==> src/rtl/etherneco_synctimer_master_core.sv <==
// EtherNeco sync-timer ring master: transmits the time/offset command frame, snoops the
// response for per-node elapsed times and derives offsets. Option: ETHERNECO_SYNCTIMER_MASTER_LPF_EN.
module etherneco_synctimer_master_core #(
   parameter int          TIMER_WIDTH     = 64,
   parameter int          MAX_NODES       = 16,
   parameter logic [31:0] TIME_COMPENSATE = 32'd0,
   parameter int          LPF_GAIN        = 4
) (
   input  logic                   clk,
   input  logic                   rst,
   input  logic [TIMER_WIDTH-1:0] current_time,
   input  logic [7:0]             param_node_count,
   input  logic                   start_trigger,
   input  logic                   start_renew,
   output logic                   busy,
   output logic                   m_cmd_first,
   output logic                   m_cmd_last,
   output logic [7:0]             m_cmd_data,
   output logic                   m_cmd_valid,
   input  logic                   m_cmd_ready,
   input  logic                   res_rx_start,
   input  logic                   res_rx_end,
   input  logic                   res_rx_error,
   input  logic [15:0]            s_res_pos,
   input  logic [7:0]             s_res_data,
   input  logic                   s_res_valid,
   output logic                   offsets_valid,
   input  logic [7:0]             mon_node,
   output logic [31:0]            mon_offset,
   output logic [31:0]            mon_round_trip
);
   localparam int IDX_W  = 16;
   localparam int NODE_W = (MAX_NODES > 1) ? $clog2(MAX_NODES) : 1;
   localparam int CNT_W  = NODE_W + 1;

   if (TIMER_WIDTH < 32 || LPF_GAIN < 0 || LPF_GAIN > 31) begin : g_param_check
      $error("etherneco_synctimer_master_core: illegal TIMER_WIDTH or LPF_GAIN");
   end

   typedef enum logic [2:0] {S_IDLE, S_SEND, S_WAIT, S_RECV, S_CALC} state_t;

   state_t            state_q, state_d;
   logic              busy_q, busy_d;
   logic              renew_q, renew_d;
   logic [CNT_W-1:0]  n_q, n_d;
   logic [IDX_W-1:0]  idx_q, idx_d;
   logic [NODE_W-1:0] calc_q, calc_d;
   logic [63:0]       tx_time_q, tx_time_d;
   logic [31:0]       t_start_q, t_start_d;
   logic [31:0]       round_trip_q, round_trip_d;
   logic [31:0]       mon_rt_q, mon_rt_d;
   logic              ov_q, ov_d;
   logic              valid_q, valid_d, first_q, first_d, last_q, last_d;
   logic [7:0]        data_q, data_d;
   logic [31:0]       offset_q  [MAX_NODES];
   logic [31:0]       offset_d  [MAX_NODES];
   logic [31:0]       elapsed_q [MAX_NODES];
   logic [31:0]       elapsed_d [MAX_NODES];

   logic [IDX_W-1:0]  last_idx, next_idx, tx_rel, rx_rel;
   logic [NODE_W-1:0] rx_node;
   logic              rx_hit;
   logic [7:0]        next_byte;
   logic [CNT_W-1:0]  n_clamped;
   logic [31:0]       new_offset;

   assign last_idx   = IDX_W'(8) + (IDX_W'(n_q) << 2);
   assign next_idx   = idx_q + IDX_W'(1);
   assign tx_rel     = next_idx - IDX_W'(9);
   assign rx_rel     = s_res_pos - IDX_W'(9);
   assign rx_node    = rx_rel[NODE_W+1:2];
   assign rx_hit     = s_res_valid && (s_res_pos >= IDX_W'(9)) &&
                       ({2'b00, rx_rel[IDX_W-1:2]} < IDX_W'(n_q));
   assign new_offset = (round_trip_q - elapsed_q[calc_q]) >> 1;

`ifdef ETHERNECO_SYNCTIMER_MASTER_LPF_EN
   logic signed [31:0] lpf_delta;
   // Arithmetic shift must see a signed operand on its own, not inside the unsigned sum.
   assign lpf_delta = $signed(new_offset - offset_q[calc_q]) >>> LPF_GAIN;
`endif

   always_comb begin
      if (param_node_count == 8'd0)                  n_clamped = CNT_W'(1);
      else if (int'(param_node_count) > MAX_NODES)   n_clamped = CNT_W'(MAX_NODES);
      else                                           n_clamped = CNT_W'(param_node_count);
   end

   // Byte that follows the one currently on the bus: time bytes 1..8, then node offsets.
   always_comb begin
      next_byte = 8'h00;
      if (next_idx <= IDX_W'(8))
         next_byte = tx_time_q[{next_idx[2:0] - 3'd1, 3'b000} +: 8];
      else if ({2'b00, tx_rel[IDX_W-1:2]} < IDX_W'(MAX_NODES))
         next_byte = offset_q[tx_rel[NODE_W+1:2]][{tx_rel[1:0], 3'b000} +: 8];
   end

   always_comb begin
      mon_offset = 32'd0;
      if (mon_node != 8'd0 && int'(mon_node) <= MAX_NODES)
         mon_offset = offset_q[NODE_W'(mon_node - 8'd1)];
   end

   always_comb begin
      // NOTE: every _d starts as its _q so no path through the case leaves a latch.
      state_d = state_q;       busy_d       = busy_q;       renew_d  = renew_q;
      n_d     = n_q;           idx_d        = idx_q;        calc_d   = calc_q;
      tx_time_d = tx_time_q;   t_start_d    = t_start_q;    round_trip_d = round_trip_q;
      mon_rt_d  = mon_rt_q;    ov_d         = ov_q;         data_d   = data_q;
      valid_d = valid_q;       first_d      = first_q;      last_d   = last_q;
      offset_d  = offset_q;
      elapsed_d = elapsed_q;
      unique case (state_q)
         S_IDLE: if (start_trigger) begin
            renew_d   = start_renew;
            n_d       = n_clamped;
            tx_time_d = 64'(current_time + TIMER_WIDTH'(TIME_COMPENSATE));
            idx_d     = '0;
            data_d    = {6'b0, start_renew, ov_q};
            valid_d   = 1'b1;
            first_d   = 1'b1;
            last_d    = 1'b0;
            busy_d    = 1'b1;
            state_d   = S_SEND;
         end
         S_SEND: if (valid_q && m_cmd_ready) begin
            if (idx_q == '0) t_start_d = current_time[31:0];
            if (last_q) begin
               valid_d = 1'b0;
               first_d = 1'b0;
               last_d  = 1'b0;
               state_d = S_WAIT;
            end else begin
               idx_d   = next_idx;
               data_d  = next_byte;
               first_d = 1'b0;
               last_d  = (next_idx == last_idx);
            end
         end
         S_WAIT: if (res_rx_start) begin
            round_trip_d = current_time[31:0] - t_start_q;
            state_d      = S_RECV;
         end
         S_RECV: begin
            if (rx_hit) elapsed_d[rx_node][{rx_rel[1:0], 3'b000} +: 8] = s_res_data;
            if (res_rx_error) begin
               busy_d  = 1'b0;
               state_d = S_IDLE;
            end else if (res_rx_end) begin
               calc_d  = '0;
               state_d = S_CALC;
            end
         end
         S_CALC: begin
`ifdef ETHERNECO_SYNCTIMER_MASTER_LPF_EN
            if (ov_q) offset_d[calc_q] = offset_q[calc_q] + $unsigned(lpf_delta);
            else      offset_d[calc_q] = new_offset;
`else
            offset_d[calc_q] = new_offset;
`endif
            calc_d = calc_q + NODE_W'(1);
            if ({1'b0, calc_q} == n_q - CNT_W'(1)) begin
               mon_rt_d = round_trip_q;
               ov_d     = 1'b1;
               busy_d   = 1'b0;
               state_d  = S_IDLE;
            end
         end
         default: state_d = S_IDLE;
      endcase
   end

   // NOTE: state uses non-blocking updates so every flop samples pre-edge values.
   always_ff @(posedge clk or posedge rst) begin
      if (rst) begin
         state_q <= S_IDLE;   busy_q  <= 1'b0;  renew_q <= 1'b0;  n_q <= CNT_W'(1);
         idx_q   <= '0;       calc_q  <= '0;    tx_time_q <= '0;  t_start_q <= '0;
         round_trip_q <= '0;  mon_rt_q <= '0;   ov_q <= 1'b0;     data_q <= '0;
         valid_q <= 1'b0;     first_q <= 1'b0;  last_q <= 1'b0;
         // NOTE: the offset/elapsed tables are reset because offsets are transmitted as-is.
         for (int i = 0; i < MAX_NODES; i++) begin
            offset_q[i]  <= '0;
            elapsed_q[i] <= '0;
         end
      end else begin
         state_q <= state_d;  busy_q  <= busy_d;  renew_q <= renew_d;  n_q <= n_d;
         idx_q   <= idx_d;    calc_q  <= calc_d;  tx_time_q <= tx_time_d;  t_start_q <= t_start_d;
         round_trip_q <= round_trip_d;  mon_rt_q <= mon_rt_d;  ov_q <= ov_d;  data_q <= data_d;
         valid_q <= valid_d;  first_q <= first_d; last_q <= last_d;
         offset_q  <= offset_d;
         elapsed_q <= elapsed_d;
      end
   end

   assign busy           = busy_q;
   assign m_cmd_valid    = valid_q;
   assign m_cmd_first    = first_q;
   assign m_cmd_last     = last_q;
   assign m_cmd_data     = data_q;
   assign offsets_valid  = ov_q;
   assign mon_round_trip = mon_rt_q;
endmodule

==> config.mk <==
export PLATFORM = sky130hd
export DESIGN_NAME = etherneco_synctimer_master_core
export DESIGN_NICKNAME = d
export VERILOG_FILES = /design/src/rtl/etherneco_synctimer_master_core.sv
export SDC_FILE = /design/constraint.sdc
export NUM_CORES = 2
export LEC_CHECK = 0
export ABC_AREA = 1
export BUFFER_PORTS_ARGS = -buffer_cell sky130_fd_sc_hd__buf_2
export CELL_PAD_IN_SITES_DETAIL_PLACEMENT = 1
export CELL_PAD_IN_SITES_GLOBAL_PLACEMENT = 1
export CORE_MARGIN = 5
export CORE_UTILIZATION = 30
export DETAILED_ROUTE_END_ITERATION = 6
export GPL_ROUTABILITY_DRIVEN = 0
export PLACE_DENSITY_LB_ADDON = 0.1
export SYNTH_ARGS = -nofsm -noshare
export SYNTH_HDL_FRONTEND = slang
export SYNTH_SLANG_ARGS = --single-unit
export TNS_END_PERCENT = 1
==> constraint.sdc <==
create_clock -name clk -period 64.3 [get_ports clk]
set_clock_uncertainty 0.15 [all_clocks]
set_input_delay 6.43 -clock clk [delete_from_list [all_inputs] [get_ports clk]]
set_output_delay 6.43 -clock clk [all_outputs]
set_load 0.01 [all_outputs]
==> out/results.ini <==
[die]
rows=172
fp.dieH_um=478.3
start_util_pct=30.06
core_area_um2=218900
die_area_um2=228800
die_w_um=478.3
pin_count=190

[synth]
ys_top_cells_by_area=dfrtp_1, nand2_1, o21ai_0
yosys-top-cells-count=nand2_1, dfrtp_1, o21ai_0
async_flop_share_pct=100.0
yosysTopAreaCell=dfrtp_1
ys_seq_elements=1209
synthFlopType=dfrtp_1
synth_edf_count=0
synth.most_common_cell=nand2_1
syn-num-nets=9043
syn_area_um2=65800
ys_seq_area_share_pct=45.98
synthDistinctLibCells=55
postSynthCellCount=8844
ys_warn_count=0
synth.top_cell.area_share_pct=45.94
synth.avg_cell_area_um2=7.440

[clocking]
cts_sinks=1209
clkLatencyLatePin_ns=0.81
cts_max_path_buffers=3
cts_tree=built
cts_buffers=155
postCtsSetupBuffers=0
postCtsResizedCells=0
cts_hold_buf=0
htreeDepth=4
cts_root_buffer=clkbuf_16
clk_pin_slew_worst_paths_ns=0.06

[place]
io_buffer_count=188
dp_cells=11446
dp_hpwl_mm=179.8

[power]
pwr-share-clk_pct=23.6
power.density_nw_per_um2=51.08
power.leakage_nw=36.70
power.switching_mw=1.865
netSwitchingFraction_pct=48.83
pwr-share-comb_pct=47.8
seqPwrFrac_pct=28.6
irDropWorstVdd_mv=0.04263
p_int_mw=1.954

[sta]
hold_violations=0
final-setup-viol-count=0
drv_slew=0
holdWs_ns=0.3144
fin_tns_setup_ns=0
fmax_mhz=57.43
min_period_over_period_pct=27.08
period_needed_ns=17.41
slew_headroom_pct=13.71
grt_setup_unrepaired=no
worstMarginPinSlew_ns=1.262

[global_routing]
antenna_found_initial=5
grt_max_degree=204
grt_usage_pct=24.53
overflow=0
grt_pass1_vias=63793
grt_pass1_wl_mm=429.7

[job]
drv_cap=0

[critical_path]
critPathLaunchType=input port
critPathBufInv=5
crit_path_end_kind=primary output
path_max_fanout=93
cp_top_family=buffers and inverters
slowest_stage=ha_4
critPathKind=input port to primary output
required_ns=57.72
path_cells=buf_8 > inv_6 > ha_4 > inv_4 > buf_4 > o21ai_0 > a21oi_1 > o311ai_0 > nand2_1 > a31oi_1 > buf_2
cpPeakStageDelay_ns=0.81
crit_arrival_ns=10.83

[routing]
num_vias=62606
ant_nets=0
firstDrtPassIters=5
wl_per_cell_um=24.55
wirelength_mm=288.0
drt_iter0_drc=4312
drc_errors=0
viasPerCell=5.338

[min_path]
hp-class=flip-flop to flip-flop

[status]
status=completed

[cells_and_area]
drive_above_1_share_pct=9.870
area_growth_pct=13.60
nets=8931
stdcell_count=11729

==> final timing paths <==
kind / from / endpoint / slack [ns] / cells past startpoint
setup / recovery: mon_node[0] / mon_offset[0] / 46.89 / 11
hold / removal: elapsed_q[175] / elapsed_q[175] / 0.31 / 2
setup reg to reg: idx_q[0] / m_cmd_data[6] / 57.81 / 21
hold reg to reg: elapsed_q[175] / elapsed_q[175] / 0.31 / 2
max in group asynchronous: rst / tx_time_q[12] / 55.21 / 5
min in group asynchronous: rst / elapsed_q[4] / 5.71 / 2
==> per-layer routing <==
metal	share of wire [%]	routed length [um]	GRT usage, %	up-vias
met5	0	0	0	-
met4	3.0	8672	7.202	0
met3	3.4	9704	2.657	366
met2	47	134300	40.29	1164
met1	47	135300	34.14	31950
li1	-	-	-	29126
==> cell families (layout without fill, tap and decap cells) <==
logic type,Yosys count,count (layout),synth area share [%]
simple gates,4340,4340,27.70
compound gates,1899,1899,16.00
flops,1209,1209,45.98
xor+xnor,63,63,0.8614
buf+inv,1217,1228,7.300
other cells,1,4,0.005699
mux,29,29,0.4963
fa+ha+maj,86,86,1.658
==> stage by stage <==
stage / setup WS (ns) / power (mW) / area [um2] / util (%)
2_1_floorplan: 23.66 / 2.119 / 65800 / -
5_1_grt: 46.82 / 4.069 / 74750 / 34.15
3_5_place_dp: 47.06 / 2.933 / 69590 / 31.79
4_1_cts: 47.06 / 3.854 / 74740 / 34.15
3_3_place_gp: 47.15 / 2.910 / 69590 / 31.79
6_report: 46.89 / 3.818 / 74750 / 34.15
==> power groups by stage <==
stage | combinational (mW) | clock, mW | sequential, mW
global route | 2.00 | 0.957 | 1.11
finish | 1.82 | 0.903 | 1.09
detailed placement | 1.83 | 0 | 1.10
CTS | 1.84 | 0.926 | 1.09
global placement | 1.81 | 0 | 1.10
floorplan | 1.08 | 0 | 1.04
==> cell usage in the layout (no fill, tap or decap), drive strengths merged, types with 7 or more instances in the layout <==
| cell | count |
|---|---|
| ha | 84 |
| a31oi | 35 |
| nand4 | 14 |
| buf | 353 |
| a21oi | 291 |
| a22o | 29 |
| nand3 | 1102 |
| nor4 | 8 |
| o21bai | 7 |
| o211ai | 133 |
| inv | 596 |
| o21ai | 1146 |
| xor2 | 37 |
| clkinv | 39 |
| clkbuf | 226 |
| a211oi | 12 |
| o221ai | 7 |
| nor2 | 509 |
| a21o | 11 |
| nor3 | 44 |
| a221oi | 36 |
| dfrtp | 1208 |
| nand2 | 2554 |
| bufinv | 12 |
| or2 | 102 |
| o22ai | 162 |
| mux2 | 29 |
| xnor2 | 26 |
==> flip-flops by register name, indices dropped and copies added (netlist names), 3 cells and up <==
name and cells:
calc_q 4, elapsed_q 512, idx_q 16, m_cmd_data 8, mon_round_trip 32, n_q 5
offset_q 496, round_trip_q 32, state_q 3, t_start_q 32, tx_time_q 64
==> worst register-to-register path, cell delays in order (launching register included) <==
cell and delay (ns):
dfrtp_1 0.38, inv_2 0.47, ha_1 0.27, clkinv_1 0.42, nand2_1 0.67, a21oi_1 0.09
nand2_1 0.11, buf_4 0.25, nand2_8 0.31, inv_4 0.51, buf_4 0.53, buf_4 0.76
nand3_1 0.20, nand3_1 0.16, nand3_1 0.13, nand3_1 0.20, nand2_1 0.24, nor2_1 0.18
nand2_1 0.17, nand2_1 0.10, nand2_1 0.08, nand2_1 0.06
==> final cells by class <==
class	instances	area [um2]
Timing Repair Buffer	353	2315
Sequential cell	1209	30260
Antenna cell	3	7.507
Clock inverter	54	691.9
Fill cell	26467	144100
Inverter	595	2262
Tap cell	2871	3592
Multi-Input combinational cell	6418	31150
Clock buffer	226	4467
Power figures use the tool's default switching activity.
